==> config.mk <==
export PLATFORM = sky130hd
export DESIGN_NAME = rs232out_fifo
export DESIGN_NICKNAME = d
export VERILOG_FILES = /design/src/rtl/rs232_pkg.sv /design/src/rtl/fifo_ram.sv /design/src/rtl/rs232out_fifo.sv
export SDC_FILE = /design/constraint.sdc
export NUM_CORES = 1
export LEC_CHECK = 0
export BUFFER_PORTS_ARGS = -buffer_cell sky130_fd_sc_hd__buf_4
export CORE_MARGIN = 2
export CORE_UTILIZATION = 59
export DETAILED_ROUTE_END_ITERATION = 16
export PLACE_DENSITY = 0.87
export SLEW_MARGIN = 20
export SYNTH_ARGS = -nofsm -noshare
export SYNTH_HDL_FRONTEND = slang
export SYNTH_SLANG_ARGS = --single-unit
==> constraint.sdc <==
create_clock -name clock -period 8.2 [get_ports clock]
set_input_delay 0.41 -clock clock [delete_from_list [all_inputs] [get_ports clock]]
set_output_delay 0.41 -clock clock [all_outputs]
set_load 0.02 [all_outputs]
==> src/rtl/rs232_pkg.sv <==
// Shared constants for the RS-232 transmit path: byte width, ASCII control codes
// and the drain-FSM state encoding used by rs232out_fifo.
package rs232_pkg;

  localparam int RS232_WIDTH = 8;

  localparam logic [7:0] ASCII_CR = 8'h0D;
  localparam logic [7:0] ASCII_LF = 8'h0A;

  localparam logic IDLE = 1'b0;
  localparam logic HOLD = 1'b1;

  typedef enum logic {
    ST_IDLE = IDLE,
    ST_HOLD = HOLD
  } drain_state_e;

endpackage

==> src/rtl/fifo_ram.sv <==
// DEPTH x WIDTH storage with one synchronous write port and one asynchronous read
// port, so it maps onto distributed RAM.
module fifo_ram #(
  parameter int ADDR_W = 4,
  parameter int WIDTH  = 8
) (
  input  logic              clk_i,
  input  logic              we_i,
  input  logic [ADDR_W-1:0] waddr_i,
  input  logic [WIDTH-1:0]  wdata_i,
  input  logic [ADDR_W-1:0] raddr_i,
  output logic [WIDTH-1:0]  rdata_o
);

  localparam int DEPTH = 1 << ADDR_W;

  logic [WIDTH-1:0] mem_q [DEPTH];

  always_ff @(posedge clk_i) begin
    if (we_i) mem_q[waddr_i] <= wdata_i;
  end

  assign rdata_o = mem_q[raddr_i];

endmodule

==> src/rtl/rs232out_fifo.sv <==
// Transmit FIFO in front of the serial transmitter; drains one byte per character.
// Optional macro RS232OUT_FIFO_CRLF_EN expands each queued LF into CR,LF on the wire.
module rs232out_fifo
  import rs232_pkg::*;
#(
  parameter int LOG2_DEPTH = 4,
  parameter int WIDTH      = RS232_WIDTH
) (
  input  logic                clock,
  input  logic                reset,
  input  logic [WIDTH-1:0]    wr_data,
  input  logic                wr_en,
  output logic                full,
  output logic                empty,
  output logic [LOG2_DEPTH:0] level,
  output logic                overflow,
  output logic [WIDTH-1:0]    tx_data,
  output logic                tx_we,
  input  logic                tx_busy,
  output drain_state_e        dbg_state
);

  // Handshake to the transmitter: tx_we is a one-cycle offer that the transmitter
  // always takes; tx_busy high means no offer may be made. The HOLD cycle after each
  // offer hides the transmitter's one-cycle lag between we and busy rising.

  logic [LOG2_DEPTH:0] wr_ptr_q, wr_ptr_d;
  logic [LOG2_DEPTH:0] rd_ptr_q, rd_ptr_d;
  drain_state_e        state_q, state_d;
  logic [WIDTH-1:0]    tx_data_q, tx_data_d;
  logic                tx_we_q, tx_we_d;
  logic                overflow_q, overflow_d;
  logic [WIDTH-1:0]    head;
  logic                wr_fire;
  logic                pop;
`ifdef RS232OUT_FIFO_CRLF_EN
  logic                crlf_sent_q, crlf_sent_d;
`endif

  // Pointer MSBs differ with equal low bits only when the FIFO has wrapped full.
  assign empty   = (wr_ptr_q == rd_ptr_q);
  assign full    = (wr_ptr_q[LOG2_DEPTH] != rd_ptr_q[LOG2_DEPTH]) &&
                   (wr_ptr_q[LOG2_DEPTH-1:0] == rd_ptr_q[LOG2_DEPTH-1:0]);
  assign level   = wr_ptr_q - rd_ptr_q;
  assign wr_fire = wr_en && !full;

  assign overflow  = overflow_q;
  assign tx_data   = tx_data_q;
  assign tx_we     = tx_we_q;
  assign dbg_state = state_q;

  fifo_ram #(
    .ADDR_W (LOG2_DEPTH),
    .WIDTH  (WIDTH)
  ) u_ram (
    .clk_i   (clock),
    .we_i    (wr_fire),
    .waddr_i (wr_ptr_q[LOG2_DEPTH-1:0]),
    .wdata_i (wr_data),
    .raddr_i (rd_ptr_q[LOG2_DEPTH-1:0]),
    .rdata_o (head)
  );

  always_comb begin
    state_d    = state_q;
    tx_data_d  = tx_data_q;
    tx_we_d    = 1'b0;
    pop        = 1'b0;
    overflow_d = overflow_q | (wr_en & full);
`ifdef RS232OUT_FIFO_CRLF_EN
    crlf_sent_d = crlf_sent_q;
`endif
    case (state_q)
      ST_IDLE: begin
        if (!empty && !tx_busy) begin
          tx_we_d = 1'b1;
          state_d = ST_HOLD;
`ifdef RS232OUT_FIFO_CRLF_EN
          // The LF stays queued while its CR goes out, so level never counts the CR.
          if (head == ASCII_LF && !crlf_sent_q) begin
            tx_data_d   = ASCII_CR;
            crlf_sent_d = 1'b1;
          end else begin
            tx_data_d   = head;
            pop         = 1'b1;
            crlf_sent_d = 1'b0;
          end
`else
          tx_data_d = head;
          pop       = 1'b1;
`endif
        end
      end
      ST_HOLD: state_d = ST_IDLE;
      default: state_d = ST_IDLE;
    endcase
    wr_ptr_d = wr_ptr_q + {{LOG2_DEPTH{1'b0}}, wr_fire};
    rd_ptr_d = rd_ptr_q + {{LOG2_DEPTH{1'b0}}, pop};
  end

  always_ff @(posedge clock or posedge reset) begin
    if (reset) begin
      wr_ptr_q   <= '0;
      rd_ptr_q   <= '0;
      state_q    <= ST_IDLE;
      tx_data_q  <= '0;
      tx_we_q    <= 1'b0;
      overflow_q <= 1'b0;
    end else begin
      wr_ptr_q   <= wr_ptr_d;
      rd_ptr_q   <= rd_ptr_d;
      state_q    <= state_d;
      tx_data_q  <= tx_data_d;
      tx_we_q    <= tx_we_d;
      overflow_q <= overflow_d;
    end
  end

`ifdef RS232OUT_FIFO_CRLF_EN
  always_ff @(posedge clock or posedge reset) begin
    if (reset) crlf_sent_q <= 1'b0;
    else       crlf_sent_q <= crlf_sent_d;
  end
`endif

endmodule

Word-level counts from Yosys, hierarchy flattened
Memory sizes are Yosys's and may differ from the RTL's. A register that Yosys moved wholly into a read port is not among the register bits.
Index checks and enable logic that the tools add are counted.
{"block": "word_totals", "ram_bits": 128, "n_memories": 1, "output_inout_bits": 18, "reg_bits": 13}
{"name": "u_ram.mem_q", "words": 16, "width": 8, "rd": 1, "rd_clocked_by_memory_dff": 1, "wr": 1, "line_no": "fifo_ram.sv:17", "rtl": "logic [WIDTH-1:0] mem_q [DEPTH];"}
{"block": "op_classes", "n_reduce_logical": 7, "add_sub_neg": 3, "bitwise": 3, "muxes": 5, "n_eq_ne": 3}
{"cell": "5-bit by 1-bit adder with 5-bit output", "n": 2}
{"cell": "5-bit equality test", "n": 1}
{"cell": "5-bit subtractor", "n": 1}
{"cell": "4-bit equality test", "n": 1}
{"cell": "1-bit two-way mux", "n": 4}
{"cell": "1-bit logical AND", "n": 3}
{"cell": "1-bit logical NOT", "n": 3}
{"cell": "1-bit one-hot mux with 2 select lines", "n": 1}
{"cell": "2-bit AND reduction", "n": 1}
{"cell": "1-bit AND", "n": 1}
{"cell": "1-bit inequality test", "n": 1}
{"cell": "1-bit NOT", "n": 1}
{"cell": "1-bit bitwise OR", "n": 1}

Depth between registers and ports, before layout
{"block": "depth", "ltp_word": 6, "depth_mapped": 11, "ltp_nobuf": 9}

Hierarchy
From an unflattened synthesis, not the netlist that was laid out.
{"block": "hier_totals", "hier_cells": 295, "area_unflattened_um2": 5957.0}
{"mod": "fifo_ram", "n_inst": 1, "area_each_um2": 4987.3, "cells_each": 221}
{"mod": "rs232out_fifo", "n_inst": 1, "area_each_um2": 969.7, "cells_each": 74}

Worst setup path before layout
Ideal clock, no wire load.
{"block": "synth_path", "path_type": "reg-to-reg", "from": "register rd_ptr_q[2]", "to": "memory u_ram.mem_q[3][0] (enable)", "slack_ns": 5.341, "n_path_buf": 2, "setup_ns": 0.383, "arrival_ns": 2.475, "path_stages_with_launch": 9, "cell_sequence": "dfrtp_1 > buf_2 > buf_1 > inv_1 > ha_1 > nand4_1 > o21ai_2 > or3_4 > nor3_1"}
{"block": "synth_between", "elab_chain_cells": 6}
{"element": "start: declaration", "line_no": "rs232out_fifo.sv:28", "rtl": "logic [LOG2_DEPTH:0] rd_ptr_q, rd_ptr_d;"}
{"element": "start signal: assignment", "line_no": "rs232out_fifo.sv:111", "rtl": "rd_ptr_q <= rd_ptr_d;"}
{"element": "4-bit equality test", "line_no": "rs232out_fifo.sv:43", "rtl": "(wr_ptr_q[LOG2_DEPTH-1:0] == rd_ptr_q[LOG2_DEPTH-1:0]);"}
{"element": "1-bit logical AND", "line_no": "rs232out_fifo.sv:42", "rtl": "assign full = (wr_ptr_q[LOG2_DEPTH] != rd_ptr_q[LOG2_DEPTH]) &&"}
{"element": "1-bit logical NOT", "line_no": "rs232out_fifo.sv:45", "rtl": "assign wr_fire = wr_en && !full;"}
{"element": "1-bit logical AND", "line_no": "rs232out_fifo.sv:45"}
{"element": "1-bit two-way mux", "line_no": "fifo_ram.sv:20", "rtl": "if (we_i) mem_q[waddr_i] <= wdata_i;"}
{"element": "1-bit two-way mux (implied by the code)", "line_no": "fifo_ram.sv:20"}
{"element": "end: declaration", "line_no": "fifo_ram.sv:17"}
Every way passes these cells.

Worst setup path after layout
{"block": "layout_path", "from": "register rd_ptr_q[2]", "to": "register rd_ptr_q[4]"}
{"block": "layout_between", "elab_chain_cells": 6}
{"element": "5-bit equality test", "line_no": "rs232out_fifo.sv:41", "rtl": "assign empty = (wr_ptr_q == rd_ptr_q);"}
{"element": "1-bit logical NOT", "line_no": "rs232out_fifo.sv:75", "rtl": "if (!empty && !tx_busy) begin"}
{"element": "1-bit logical AND", "line_no": "rs232out_fifo.sv:75"}
{"element": "1-bit two-way mux", "line_no": "rs232out_fifo.sv:75"}
{"element": "1-bit two-way mux", "line_no": "rs232out_fifo.sv:73", "rtl": "case (state_q)"}
{"element": "5-bit by 1-bit adder with 5-bit output *", "line_no": "rs232out_fifo.sv:98", "rtl": "rd_ptr_d = rd_ptr_q + {{LOG2_DEPTH{1'b0}}, pop};"}
{"element": "named net rd_ptr_d[4]", "line_no": "rs232out_fifo.sv:28"}
Mark *: on every way through the listed nets, which the timed path passes. The rest lies on a longest branch.

==> impl_metrics.csv <==
group,metric,value,unit
yosys,ys_ff_latch,148,
yosys,yosysWarnings,0,
sta,finalCritPeriodShare,39.3,%
yosys,synth_edf_count,128,
finish,drive_gt1_share,22.4,%
cts,numCtsBuffers,17,
cts,numClockSinks,148,
routing,vias,3208,
finish,finalNetCount,387,
pwr,total_power,0.00262,W
finish,register_area,4350,sq um
setup_path,worstPathRequired,8.61,ns
sta,period_needed,3.23,ns
yosys,synth_top_cell_by_area,"edfxtp_1",
die,pin_count,30,
placement,dp_hpwl,7.04,mm
grt,grt-ovfl-total,0,
routing,wire_per_inst,23.1,um
pwr,combPwrFrac,33.1,%
pwr,power.share.sequential,40.1,%
grt,grt_pass1_vias,3195,
routing,drc,0,
grt,track_usage,23.2,%
setup_path,endpoint_kind,"flip-flop",
placement,numPortBuffers,29,
grt,gr-usage-met2,35.3,%
die,initial_core_util,60.7,%
routing,avgViaCountPerCell,6.27,
sta,setup_tns,0,ns
grt,grt_max_degree,51,
yosys,synth_top_cell_area_share,64.8,%
cts,h-tree-depth,4,
die,die_area,10900,sq um
cts,cts_resized,0,
yosys,syn_area,5930,sq um
yosys,ys_seq_area_share,73.2,%
finish,instances_no_fill,512,
finish,multi_input_area,1470,sq um
yosys,synth_area_per_cell,17.8,sq um
routing,dr.pass1.iters,5,
pwr,pwr_density_cell,387,nW/um^2
routing,wl,11.8,mm
cts,clock_path_buffers,2,
sta,clock.fmax,0.310,GHz
yosys,async_flop_share,13.5,%
pwr,ir_drop,0.000247,V
routing,ant_nets,0,
placement,gp_congestion,0.893,
routing,first_iter_violations,368,
grt,grt_pass1_wl,18.3,mm
sta,hold_viol,0,
cts,post-cts-setup-buffer-count,0,
sta,setup_viol_count_final,0,
finish,stdcell_area,6790,sq um
sta,whs,0.0209,ns
sta,fin_skew,0.00836,ns
setup_path,r2r_slack,4.97,ns
grt,busiest_layer,"met2",
yosys,netlist_top_cells_area,"edfxtp_1 (65%), dfrtp_1 (8.4%), mux4_2 (6.1%), mux2i_1 (5.4%), nor2_1 (1.8%)",
setup_path,path_max_fanout,24,
die,chipWidth,104,um
pwr,power_frac_clock,26.8,%
grt,met3_usage,6.08,%
finish,n_fill_cell,569,
yosys,synth_fp_nets,355,
setup_path,critPathKind,"reg2reg",
sta,slew_violations,0,
yosys,yosysUniqueCellTypes,35,
finish,area_growth,14.3,%
outcome,status,"completed",
sta,worst_slew_margin_rel,40.5,%
cts,postCtsHoldBufs,0,
die,num_rows,36,
yosys,ys.flop_type,"edfxtp_1",
cts,clock_latency,0.53,ns
finish,diodes,0,
placement,dp.cells,480,
sta,tightest_slew,0.893,ns
min_path,hold_class,"in2async",
die,core_area,9770,sq um
yosys,synthCells,334,
grt,groute.layer.met1.usage,31.3,%
grt,antenna_found_initial,0,
pwr,netSwitchingFraction,33.8,%
cts,root_buffer,"clkbuf_8",
cts,cts_tree,"yes",
pwr,internal-power,0.00174,W
cts,clkTransAtPathRegs,0.06,ns
pwr,switching_power,0.000888,W
placement,placed_cell_area,6230,sq um
pwr,p_leak,2.40,nW
die,die_h,104,um
flow_run,drv_cap,0,
setup_path,cp-start-kind,"flip-flop",
sta,rsz0062_at_grt,"no",
setup_path,arrival,3.64,ns
stage by stage:
| stage | utilization [%] | setup WS [ns] |
|---|---|---|
| floorplan | - | 5.34 |
| finish | 69.4 | 4.97 |
| detailed placement | 63.7 | 4.82 |
| global placement | 63.7 | 4.98 |
| CTS | 69.2 | 4.77 |
| global route | 69.4 | 4.75 |
Yosys cell counts, drive strengths merged, types with 2 or more instances:
cell and number:
a21o 3, a21oi 2, a31oi 8, a32oi 8, buf 12, clkbuf 5, dfrtp 20, edfxtp 128
ha 8, inv 11, mux2i 32, mux4 16, nand2b 2, nand3 4, nor2 30, nor3 4
o22ai 16, or3 5, or3b 2, xnor2 8, xor2 2
sequential cells by signal, summed over array words and instances (netlist names):
register and count:
rd_ptr_q 5, overflow 1, dbg_state 1, wr_ptr_q 5, tx_data 8, u_ram.mem_q 128
worst max-delay path, cell delays in order, from the launching register on:
cell,delay [ns]
dfrtp_1,0.92
inv_1,0.11
ha_1,0.40
and4_1,0.27
a211oi_4,0.62
ha_1,0.30
ha_1,0.20
nand3_1,0.11
xnor2_1,0.17
area by class of cell:
type | count | share of cell area [%]
clock buffer | 20 | 6.27
clock inverter | 12 | 1.68
inverter | 11 | 0.609
multi-input combinational | 158 | 21.6
sequential | 148 | 64.0
tap | 133 | 2.45
timing repair buffer | 30 | 3.32
per-layer routing:
layer / vias to the layer above / routed length, um
met5: - / 0
met4: 0 / 323
met3: 25 / 1040
met2: 197 / 5710
met1: 1606 / 4740
li1: 1380 / -
cell usage in the layout (no fill, tap or decap), types with 8 or more instances in the layout:
cell type and count:
edfxtp_1 128, a32oi_1 8, dfrtp_1 19, a31oi_1 8, mux2i_1 32, buf_4 30, clkbuf_16 16, nor2_1 29
o22ai_1 16, mux4_2 16, inv_1 11, ha_1 8
worst paths after layout:
| check | endpoint | cells past startpoint | from |
|---|---|---|---|
| max in group asynchronous | rd_ptr_q[0] | 2 | reset |
| worst min register to register | overflow | 1 | overflow |
| worst min-delay path | tx_data[4] | 2 | reset |
| worst max register to register | rd_ptr_q[4] | 8 | rd_ptr_q[2] |
| worst max-delay path | rd_ptr_q[4] | 8 | rd_ptr_q[2] |
| min in group clock | overflow | 2 | wr_en |
cell families after synthesis:
| logic type | synth area share [%] |
|---|---|
| DFF | 73.2 |
| and+or+nand+nor | 4.55 |
| muxes | 11.5 |
| AOI/OAI and AO/OA | 4.74 |
| buffers and inverters | 2.40 |
| xor gates and xnor gates | 1.60 |
| adders and majority gates | 2.02 |
power by group through the flow:
| stage | combinational (W) | clock [W] | sequential [W] |
|---|---|---|---|
| CTS | 0.000866 | 0.000706 | 0.00105 |
| detailed placement | 0.000850 | 0 | 0.00106 |
| finish | 0.000869 | 0.000704 | 0.00105 |
| floorplan | 0.000622 | 0 | 0.00102 |
| global route | 0.000930 | 0.000739 | 0.00106 |
| global placement | 0.000833 | 0 | 0.00105 |
(Power assumes the default switching activity.)
